<file path="src/rtl/player_move_ctrl.sv">
// Push-button to validated maze step controller: sync, debounce, edge detect, wall-check handshake.
// Optional ack timeout enabled by defining MOVE_ACK_TIMEOUT_EN.
module player_move_ctrl #(
  parameter int unsigned X_W     = 4,
  parameter int unsigned Y_W     = 4,
  parameter int unsigned MAZE_W  = 16,
  parameter int unsigned MAZE_H  = 12,
  parameter int unsigned START_X = 0,
  parameter int unsigned START_Y = 0,
  parameter int unsigned EXIT_X  = 15,
  parameter int unsigned EXIT_Y  = 11,
  parameter int unsigned DB_CYC  = 50000,
  parameter int unsigned TO_CYC  = 255
) (
  input  logic           clk,
  input  logic           rst,
  input  logic           btn_up,
  input  logic           btn_down,
  input  logic           btn_left,
  input  logic           btn_right,
  output logic           wall_req,
  output logic [X_W-1:0] wall_x,
  output logic [Y_W-1:0] wall_y,
  input  logic           wall_ack,
  input  logic           wall_hit,
  output logic [X_W-1:0] pos_x,
  output logic [Y_W-1:0] pos_y,
  output logic           move,
  output logic           win,
  output logic           busy
);

  localparam int unsigned CW = (DB_CYC > 2) ? $clog2(DB_CYC) : 1;

  if (DB_CYC < 2 || TO_CYC < 1 || TO_CYC > 255 ||
      MAZE_W > (1 << X_W) || MAZE_H > (1 << Y_W)) begin : g_param_check
    $error("player_move_ctrl: illegal parameter combination");
  end

  typedef enum logic [1:0] {IDLE, REQ, WON} state_t;

  // Button index: 3=up, 2=down, 1=left, 0=right (bit order matches priority)
  logic [3:0]    btn_raw;
  logic [3:0]    sync1_q, sync2_q, level_q, prev_q;
  logic [3:0]    level_d;
  logic [CW-1:0] cnt_q [4];
  logic [CW-1:0] cnt_d [4];
  logic [3:0]    press;

  assign btn_raw = {btn_up, btn_down, btn_left, btn_right};
  assign press   = level_q & ~prev_q;

  // Counter tracks consecutive samples that disagree with the accepted level;
  // any agreeing sample restarts it.
  always_comb begin
    for (int unsigned i = 0; i < 4; i++) begin
      level_d[i] = level_q[i];
      cnt_d[i]   = '0;
      if (sync2_q[i] != level_q[i]) begin
        if (cnt_q[i] == CW'(DB_CYC - 1)) begin
          level_d[i] = sync2_q[i];
        end else begin
          cnt_d[i] = cnt_q[i] + CW'(1);
        end
      end
    end
  end

  always_ff @(posedge clk or negedge rst) begin
    if (!rst) begin
      sync1_q <= '0;
      sync2_q <= '0;
      level_q <= '0;
      prev_q  <= '0;
      for (int unsigned i = 0; i < 4; i++) cnt_q[i] <= '0;
    end else begin
      sync1_q <= btn_raw;
      sync2_q <= sync1_q;
      level_q <= level_d;
      prev_q  <= level_q;
      for (int unsigned i = 0; i < 4; i++) cnt_q[i] <= cnt_d[i];
    end
  end

  state_t         state_q, state_d;
  logic           wall_req_q, wall_req_d;
  logic [X_W-1:0] wall_x_q, wall_x_d, pos_x_q, pos_x_d, tgt_x;
  logic [Y_W-1:0] wall_y_q, wall_y_d, pos_y_q, pos_y_d, tgt_y;
  logic           move_q, move_d, win_q, win_d, busy_q, busy_d;
  logic           tgt_ok;

  // Direction select with bounds checked before any +/-1, so coordinates never wrap.
  always_comb begin
    tgt_x  = pos_x_q;
    tgt_y  = pos_y_q;
    tgt_ok = 1'b0;
    if (press[3]) begin
      tgt_ok = (pos_y_q != '0);
      if (tgt_ok) tgt_y = pos_y_q - Y_W'(1);
    end else if (press[2]) begin
      tgt_ok = (pos_y_q != Y_W'(MAZE_H - 1));
      if (tgt_ok) tgt_y = pos_y_q + Y_W'(1);
    end else if (press[1]) begin
      tgt_ok = (pos_x_q != '0);
      if (tgt_ok) tgt_x = pos_x_q - X_W'(1);
    end else if (press[0]) begin
      tgt_ok = (pos_x_q != X_W'(MAZE_W - 1));
      if (tgt_ok) tgt_x = pos_x_q + X_W'(1);
    end
  end

`ifdef MOVE_ACK_TIMEOUT_EN
  logic [7:0] to_cnt_q, to_cnt_d;
`endif

  always_comb begin
    state_d    = state_q;
    wall_req_d = wall_req_q;
    wall_x_d   = wall_x_q;
    wall_y_d   = wall_y_q;
    pos_x_d    = pos_x_q;
    pos_y_d    = pos_y_q;
    move_d     = 1'b0;
    win_d      = win_q;
    busy_d     = busy_q;
`ifdef MOVE_ACK_TIMEOUT_EN
    to_cnt_d   = to_cnt_q;
`endif
    case (state_q)
      IDLE: begin
        if (tgt_ok) begin
          state_d    = REQ;
          wall_req_d = 1'b1;
          wall_x_d   = tgt_x;
          wall_y_d   = tgt_y;
          busy_d     = 1'b1;
`ifdef MOVE_ACK_TIMEOUT_EN
          to_cnt_d   = '0;
`endif
        end
      end
      REQ: begin
        if (wall_ack) begin
          wall_req_d = 1'b0;
          busy_d     = 1'b0;
          state_d    = IDLE;
          if (!wall_hit) begin
            pos_x_d = wall_x_q;
            pos_y_d = wall_y_q;
            move_d  = 1'b1;
            if (wall_x_q == X_W'(EXIT_X) && wall_y_q == Y_W'(EXIT_Y)) begin
              win_d   = 1'b1;
              state_d = WON;
            end
          end
`ifdef MOVE_ACK_TIMEOUT_EN
        end else if (to_cnt_q == 8'(TO_CYC - 1)) begin
          wall_req_d = 1'b0;
          busy_d     = 1'b0;
          state_d    = IDLE;
        end else begin
          to_cnt_d = to_cnt_q + 8'd1;
`endif
        end
      end
      WON: begin
        wall_req_d = 1'b0;
        busy_d     = 1'b0;
      end
      default: state_d = IDLE;
    endcase
  end

  always_ff @(posedge clk or negedge rst) begin
    if (!rst) begin
      state_q    <= IDLE;
      wall_req_q <= 1'b0;
      wall_x_q   <= '0;
      wall_y_q   <= '0;
      pos_x_q    <= X_W'(START_X);
      pos_y_q    <= Y_W'(START_Y);
      move_q     <= 1'b0;
      win_q      <= 1'b0;
      busy_q     <= 1'b0;
`ifdef MOVE_ACK_TIMEOUT_EN
      to_cnt_q   <= '0;
`endif
    end else begin
      state_q    <= state_d;
      wall_req_q <= wall_req_d;
      wall_x_q   <= wall_x_d;
      wall_y_q   <= wall_y_d;
      pos_x_q    <= pos_x_d;
      pos_y_q    <= pos_y_d;
      move_q     <= move_d;
      win_q      <= win_d;
      busy_q     <= busy_d;
`ifdef MOVE_ACK_TIMEOUT_EN
      to_cnt_q   <= to_cnt_d;
`endif
    end
  end

  assign wall_req = wall_req_q;
  assign wall_x   = wall_x_q;
  assign wall_y   = wall_y_q;
  assign pos_x    = pos_x_q;
  assign pos_y    = pos_y_q;
  assign move     = move_q;
  assign win      = win_q;
  assign busy     = busy_q;

endmodule

</file>
<file path="config.mk">
export PLATFORM = sky130hd
export DESIGN_NAME = player_move_ctrl
export DESIGN_NICKNAME = d
export VERILOG_FILES = /design/src/rtl/player_move_ctrl.sv
export SDC_FILE = /design/constraint.sdc
export NUM_CORES = 1
export LEC_CHECK = 0
export CAP_MARGIN = 20
export CORE_MARGIN = 10
export CORE_UTILIZATION = 39
export DETAILED_ROUTE_END_ITERATION = 8
export PLACE_DENSITY = 0.62
export REMOVE_ABC_BUFFERS = 1
export SYNTH_ARGS = -nofsm -noshare
export SYNTH_HDL_FRONTEND = slang
export SYNTH_SLANG_ARGS = --single-unit
</file>
<file path="constraint.sdc">
create_clock -name clk -period 4.05 [get_ports clk]
set_clock_uncertainty 0.05 [all_clocks]
set_input_delay 0.405 -clock clk [delete_from_list [all_inputs] [get_ports clk]]
set_output_delay 0.405 -clock clk [all_outputs]
set_load 0.005 [all_outputs]
</file>
==> metrics.txt, run 1 <==
# TYPE chip_impl_metric gauge
chip_impl_metric{name="placement.io_buffers",unit=""} 27
chip_impl_metric{name="post_cts_buffers",unit=""} 0
chip_impl_info{name="clock-root-buffer",value="clkbuf_16"} 1
chip_impl_metric{name="die_height",unit="um"} 131
chip_impl_metric{name="layoutNonFillerInstCount",unit=""} 677
chip_impl_info{name="critical_path.startpoint",value="pos_x[1]"} 1
chip_impl_metric{name="hpwl",unit="um"} 6420
chip_impl_metric{name="initial_core_util",unit="%"} 40.1
chip_impl_info{name="run_status",value="completed"} 1
chip_impl_metric{name="r2r_cells",unit=""} 6
chip_impl_metric{name="cts-root-to-sink-buffers",unit=""} 2
chip_impl_info{name="critPathLaunchType",value="flip-flop"} 1
chip_impl_metric{name="fmaxAchievable",unit="MHz"} 439
chip_impl_metric{name="floorplan.rows",unit=""} 40
chip_impl_metric{name="worst_stage_delay_on_the_critical_path",unit="ns"} 0.49
chip_impl_metric{name="post_synth_num_cell_types",unit=""} 46
chip_impl_metric{name="synth_sequential_area_ratio",unit="%"} 52.2
chip_impl_metric{name="htree_levels",unit=""} 3
chip_impl_metric{name="async_reset_ff_share",unit="%"} 100
chip_impl_info{name="setup.worst_path.end",value="wall_x[3]"} 1
chip_impl_metric{name="min_period_over_period",unit="%"} 56.2
chip_impl_metric{name="via_count",unit=""} 3389
chip_impl_metric{name="grt_start_max_net_pins",unit=""} 71
chip_impl_metric{name="timing.max_slew.rel_slack",unit="%"} 42.2
chip_impl_metric{name="reg2reg_setup_slack",unit="ns"} 1.77
chip_impl_metric{name="grt_antenna_before_repair",unit=""} 0
chip_impl_metric{name="die_x",unit="um"} 131
chip_impl_info{name="cts_tree",value="yes"} 1
chip_impl_metric{name="route.final.wire_length",unit="um"} 9280
chip_impl_metric{name="cp_max_fo",unit=""} 7
chip_impl_metric{name="timing.max_cap.violations",unit=""} 0
chip_impl_metric{name="cts_num_sinks",unit=""} 101
chip_impl_metric{name="crit_buf_inv",unit=""} 0
chip_impl_metric{name="grt_pass1_wl",unit="um"} 16400
chip_impl_metric{name="pin_count",unit=""} 28
chip_impl_info{name="holdCritPathClass",value="in2async"} 1
chip_impl_metric{name="number_of_buffers_created_by_cts",unit=""} 9
chip_impl_metric{name="post-place-cells",unit=""} 664
chip_impl_metric{name="area_of_the_core",unit="um2"} 12100
chip_impl_metric{name="firstDrtPassIters",unit=""} 4
chip_impl_info{name="rsz0062_at_grt",value="no"} 1
chip_impl_metric{name="gr-total-overflow",unit=""} 0
chip_impl_metric{name="yosysWarningCount",unit=""} 0
chip_impl_info{name="critical_path.reg2reg.endpoint",value="wall_x[3]"} 1
chip_impl_info{name="r2r_start",value="pos_x[1]"} 1
chip_impl_metric{name="layout_min_cycle_time",unit="ns"} 2.28
chip_impl_metric{name="post_cts.resized_instances",unit=""} 0
chip_impl_info{name="cpLargestDelayFamily",value="compound AO/OA/AOI/OAI gates"} 1
chip_impl_metric{name="drv_slew",unit=""} 0
chip_impl_info{name="critical_path.cell_chain",value="ha_1 -> nand3_1 -> nand3_1 -> a221o_2 -> a21boi_4 -> mux2_2"} 1
chip_impl_info{name="crit_path_top_delay_cell",value="a221o_2"} 1
chip_impl_metric{name="arrival_time_of_data_at_the_critical_path_endpoint",unit="ns"} 2.45
chip_impl_metric{name="dr.first_iter.drc_count",unit=""} 231
chip_impl_metric{name="synth_area_per_cell",unit="um2"} 10.1
chip_impl_metric{name="leakagePower",unit="nW"} 2.46
chip_impl_metric{name="final_layout_size_suffix_gt1_share",unit="%"} 5.50
chip_impl_metric{name="antenna_violating_nets_remaining",unit=""} 0
chip_impl_metric{name="grt_usage",unit="%"} 11.2
chip_impl_metric{name="cts.hold.buffers_added",unit=""} 0
chip_impl_metric{name="gp_congestion",unit=""} 0.840
chip_impl_metric{name="grt_pass1_vias",unit=""} 3450
chip_impl_metric{name="clock_insertion_delay_worst_skew",unit="ns"} 0.34
chip_impl_metric{name="power.ir.vdd_worst",unit="mV"} 0.173
chip_impl_metric{name="post-route-drc-count",unit=""} 0
chip_impl_metric{name="syn_area",unit="um2"} 4840
chip_impl_metric{name="yosys_register_bits",unit=""} 101
chip_impl_metric{name="required",unit="ns"} 4.23
chip_impl_metric{name="netlist_instances",unit=""} 478
chip_impl_metric{name="worst-path-stages",unit=""} 6
chip_impl_info{name="setup.worst_path.end_class",value="flip-flop"} 1
chip_impl_metric{name="power.density",unit="nW/um2"} 343
chip_impl_info{name="synth_top_flop_cell",value="dfrtp_1"} 1
chip_impl_metric{name="wl_per_cell",unit="um"} 13.7
chip_impl_info{name="path_class",value="reg2reg"} 1
chip_impl_metric{name="synth-edff-count",unit=""} 0
chip_impl_info{name="registers.top_by_ff_count",value="cnt_q"} 1
chip_impl_metric{name="clkTransAtPathRegs",unit="ns"} 0.07
chip_impl_metric{name="design.final.nets",unit=""} 528
chip_impl_metric{name="finalPower",unit="mW"} 1.90
chip_impl_metric{name="syn2layout_area_growth",unit="%"} 14.6
chip_impl_metric{name="tns",unit="ns"} 0
chip_impl_metric{name="number_of_flip_flops_in_the_largest_register",unit=""} 64
chip_impl_metric{name="final_hold_viol_count",unit=""} 0
chip_impl_info{name="worst_path_most_repeated_cell",value="nand3_1"} 1
chip_impl_metric{name="antenna_diode_count",unit=""} 0
chip_impl_metric{name="tightest_slew",unit="ns"} 0.866
chip_impl_metric{name="post_drt_via_cell_ratio",unit=""} 5.01
chip_impl_metric{name="report.final.setup_viol",unit=""} 0
chip_impl_metric{name="die-area",unit="um2"} 17300
chip_impl_info{name="layout.cells.most_common",value="dfrtp_1"} 1
chip_impl_info{name="most-common-layout-cells",value="dfrtp_1, nor2_1, nand3_1"} 1
==> through the flow <==
stage | utilization [%] | instance area, um2 | setup WS (ns) | hold WS, ns
after floorplan | - | 4790 | 1.97 | 0.0594
after global placement | 43.7 | 5280 | 1.84 | 0.304
after global routing | 46.0 | 5540 | 1.66 | 0.206
after CTS | 46.0 | 5540 | 1.75 | 0.158
after detailed placement | 43.7 | 5280 | 1.77 | 0.316
final | 46.0 | 5540 | 1.77 | 0.113
==> cells in the mapped netlist, drive strengths merged, types with 2 or more instances <==
library cell	n	area (um2)
o21ai	9	48.8
nand4	10	62.6
a2bb2oi	2	17.5
nand4b	2	17.5
nor2	77	289
a21boi	2	26.3
nand2b	6	40.0
nand2	35	131
mux2	9	101
nor2b	4	25.0
a21o	3	22.5
xnor2	31	272
nand3	40	200
clkbuf	7	26.3
a31oi	3	18.8
nand3b	3	22.5
nor4b	4	35.0
buf	3	22.5
ha	13	163
nor4	3	18.8
mux2i	4	40.0
and3	21	131
a21oi	6	30.0
inv	16	60.1
dfrtp	101	2530
nor3	17	85.1
xor2	30	263
o221ai	2	17.5
==> worst min path at each step <==
stage	start	endpoint	slack, ns	cells past startpoint
global placement	sync1_q[3]	sync2_q[3]	0.30	0
global route	rst	cnt_q[8]	0.21	1
floorplan	rst	busy	0.06	0
finish	rst	cnt_q[9]	0.11	1
CTS	rst	cnt_q[8]	0.16	1
detailed placement	sync1_q[3]	sync2_q[3]	0.32	0
==> power by group <==
group | internal, mW | switching [mW] | total (mW) | leakage [nW]
sequential | 1.02 | 0.0106 | 1.03 | 1.36
clock | 0.467 | 0.349 | 0.816 | 0.134
combinational | 0.0167 | 0.0353 | 0.0519 | 0.973
total | 1.51 | 0.395 | 1.90 | 2.46
==> cell type report <==
cell class	instances	area [um2]
well taps	168	210
clock inverters	3	40.0
repair buffers	28	275
clock buffers	10	229
inverters	16	60.1
multi-input cells	351	2200
fillers	1118	6520
flip-flops and latches	101	2530
==> cell families (layout without fill, tap and decap cells) <==
group	Yosys count	count (layout)	synth area share (%)
flip-flops	101	101	52.2
AO/OA/AOI/OAI	36	36	5.38
AND/OR/NAND/NOR	228	228	22.8
adder cells (fa/ha/maj)	13	13	3.36
buffers and inverters	26	57	2.25
multiplexers	13	13	2.92
XOR/XNOR	61	61	11.0
==> per-layer routing <==
layer | vias to the layer above | wire length, um | track usage, %
li1 | 1683 | - | -
met5 | - | 0 | 0
met3 | 9 | 299 | 2.97
met1 | 1648 | 4580 | 14.8
met4 | 0 | 126 | 4.14
met2 | 49 | 4280 | 17.3
Note: power is estimated with default switching activity, not from simulation.
==> run 2: changes to the inputs <==
==> constraint.sdc (replaced) <==
create_clock -name clk -period 2.19 [get_ports clk]
set_clock_uncertainty 0.05 [all_clocks]
set_input_delay 0.219 -clock clk [delete_from_list [all_inputs] [get_ports clk]]
set_output_delay 0.219 -clock clk [all_outputs]
set_load 0.005 [all_outputs]
==> metrics.txt, run 2 (synthesis results as in run 1) <==
# TYPE chip_impl_metric gauge
chip_impl_metric{name="power.ir.vdd_worst",unit="mV"} 0.319
chip_impl_info{name="cpLargestDelayFamily",value="compound AO/OA/AOI/OAI gates"} 1
chip_impl_info{name="registers.top_by_ff_count",value="cnt_q"} 1
chip_impl_metric{name="placement.io_buffers",unit=""} 27
chip_impl_metric{name="area_of_the_core",unit="um2"} 12100
chip_impl_info{name="cts_tree",value="yes"} 1
chip_impl_metric{name="cp_max_fo",unit=""} 7
chip_impl_metric{name="number_of_flip_flops_in_the_largest_register",unit=""} 64
chip_impl_metric{name="timing.max_cap.violations",unit=""} 0
chip_impl_metric{name="grt_pass1_wl",unit="um"} 16700
chip_impl_info{name="crit_path_top_delay_cell",value="a221o_2"} 1
chip_impl_metric{name="tightest_slew",unit="ns"} 0.604
chip_impl_metric{name="pin_count",unit=""} 28
chip_impl_metric{name="report.final.setup_viol",unit=""} 0
chip_impl_info{name="layout.cells.most_common",value="dfrtp_1"} 1
chip_impl_metric{name="crit_buf_inv",unit=""} 1
chip_impl_metric{name="route.final.wire_length",unit="um"} 9490
chip_impl_metric{name="post-route-drc-count",unit=""} 0
chip_impl_metric{name="floorplan.rows",unit=""} 40
chip_impl_info{name="critPathLaunchType",value="flip-flop"} 1
chip_impl_info{name="setup.worst_path.end_class",value="flip-flop"} 1
chip_impl_metric{name="wl_per_cell",unit="um"} 13.7
chip_impl_info{name="run_status",value="completed"} 1
chip_impl_metric{name="min_period_over_period",unit="%"} 97.3
chip_impl_metric{name="fillCellCount",unit=""} 1117
chip_impl_metric{name="grt_usage",unit="%"} 11.3
chip_impl_info{name="rsz0062_at_grt",value="no"} 1
chip_impl_metric{name="clock_insertion_delay_worst_skew",unit="ns"} 0.35
chip_impl_info{name="holdCritPathClass",value="in2async"} 1
chip_impl_metric{name="die_x",unit="um"} 131
chip_impl_metric{name="cts_num_sinks",unit=""} 101
chip_impl_metric{name="place_ws",unit="ns"} 0.0174
chip_impl_info{name="path_class",value="reg2reg"} 1
chip_impl_info{name="critical_path.cell_chain",value="inv_1 -> ha_1 -> a21o_1 -> a221o_2 -> a21boi_4 -> mux2_2"} 1
chip_impl_metric{name="arrival_time_of_data_at_the_critical_path_endpoint",unit="ns"} 2.31
chip_impl_metric{name="drv_slew",unit=""} 0
chip_impl_metric{name="tns",unit="ns"} 0
chip_impl_metric{name="grt_pass1_vias",unit=""} 3462
chip_impl_metric{name="timing.max_slew.rel_slack",unit="%"} 59.3
chip_impl_metric{name="grt_start_max_net_pins",unit=""} 61
chip_impl_metric{name="leakagePower",unit="nW"} 2.56
chip_impl_metric{name="firstDrtPassIters",unit=""} 4
chip_impl_metric{name="gr-total-overflow",unit=""} 0
chip_impl_metric{name="design.final.nets",unit=""} 541
chip_impl_metric{name="worst_stage_delay_on_the_critical_path",unit="ns"} 0.45
chip_impl_metric{name="power.density",unit="nW/um2"} 686
chip_impl_metric{name="grt_antenna_before_repair",unit=""} 0
chip_impl_metric{name="post_drt_via_cell_ratio",unit=""} 4.98
chip_impl_metric{name="finalPower",unit="mW"} 3.94
chip_impl_metric{name="initial_core_util",unit="%"} 40.1
chip_impl_metric{name="regArea",unit="um2"} 2530
chip_impl_metric{name="cts-root-to-sink-buffers",unit=""} 2
chip_impl_metric{name="multi_input_logic_area",unit="um2"} 2200
chip_impl_metric{name="number_of_buffers_created_by_cts",unit=""} 9
chip_impl_metric{name="htree_levels",unit=""} 3
chip_impl_metric{name="post-place-cells",unit=""} 675
chip_impl_metric{name="layout_min_cycle_time",unit="ns"} 2.13
chip_impl_metric{name="final_hold_viol_count",unit=""} 0
chip_impl_metric{name="hpwl",unit="um"} 6630
chip_impl_metric{name="final_layout_size_suffix_gt1_share",unit="%"} 8.57
chip_impl_metric{name="clkTransAtPathRegs",unit="ns"} 0.07
chip_impl_info{name="clock-root-buffer",value="clkbuf_16"} 1
chip_impl_metric{name="syn2layout_area_growth",unit="%"} 18.9
chip_impl_metric{name="gp_congestion",unit=""} 0.832
chip_impl_metric{name="antenna_violating_nets_remaining",unit=""} 0
chip_impl_metric{name="dr.first_iter.drc_count",unit=""} 282
chip_impl_metric{name="die_height",unit="um"} 131
chip_impl_metric{name="antenna_diode_count",unit=""} 0
chip_impl_metric{name="layout_setup_ws",unit="ns"} 0.0591
chip_impl_info{name="most-common-layout-cells",value="dfrtp_1, nor2_1, nand3_1"} 1
chip_impl_metric{name="die-area",unit="um2"} 17300
chip_impl_metric{name="required",unit="ns"} 2.37
chip_impl_metric{name="via_count",unit=""} 3449
chip_impl_metric{name="fmaxAchievable",unit="MHz"} 469
chip_impl_metric{name="layoutNonFillerInstCount",unit=""} 693
==> run 2: per-layer routing <==
metal  vias up  wire length, um  share of wire [%]  track usage, %
li1       1713                -                  -               -
met1      1666             4690                 49            15.1
met2        59             4310                 45            17.1
met3        11              309                3.3            2.44
met4         0              184                1.9            5.38
met5         -                0                  0               0
==> run 2: path summary, 6_finish.rpt <==
path                                 start    endpoint  slack, ns  cells after the start
worst max-delay path              pos_x[1]   wall_y[2]       0.06                      6
worst min-delay path                   rst    cnt_q[8]       0.21                      2
worst max register to register    pos_x[1]   wall_y[2]       0.06                      6
worst min register to register  sync1_q[3]  sync2_q[3]       0.31                      0
max in group asynchronous              rst   cnt_q[52]       1.27                      3
min in group clk                  btn_down  sync1_q[2]       0.26                      1
==> run 2: power breakdown <==
part | internal, mW | switching, mW | total (mW) | leakage (nW)
Clock | 1.23 | 0.700 | 1.93 | 0.169
Sequential | 1.89 | 0.0194 | 1.91 | 1.36
Combinational | 0.0357 | 0.0670 | 0.103 | 1.04
==> run 2: metrics by stage <==
step | util, % | cell area [um2] | hold slack (ns)
2_1_floorplan | - | 4790 | -0.127
4_1_cts | 47.6 | 5740 | 0.209
3_3_place_gp | 44.5 | 5370 | 0.0340
5_1_grt | 47.7 | 5750 | 0.229
6_report | 47.7 | 5750 | 0.210
3_5_place_dp | 44.5 | 5370 | 0.0335
==> run 2: worst reg2reg max path, stage by stage (launching register included) <==
cell	delay, ns
dfrtp_2	0.42
inv_1	0.09
ha_1	0.19
a21o_1	0.20
a221o_2	0.45
a21boi_4	0.24
mux2_2	0.37
==> run 2: final cells by class <==
| cell class | count | share of cell area [%] |
|---|---|---|
| Clock buffer | 10 | 3.98 |
| Timing Repair Buffer | 41 | 6.74 |
| Clock inverter | 6 | 2.35 |
| Sequential cell | 101 | 44.0 |
| Inverter | 16 | 1.04 |
| Multi-Input combinational cell | 351 | 38.3 |
| Tap cell | 168 | 3.65 |
==> run 2: timing repair <==
item                       4_1_cts  5_1_grt
hold buffers                     1        0
buffers inserted                 0        1
hold endpoints to repair        73        0
setup endpoints to repair        0        6
gates resized for setup          0        2
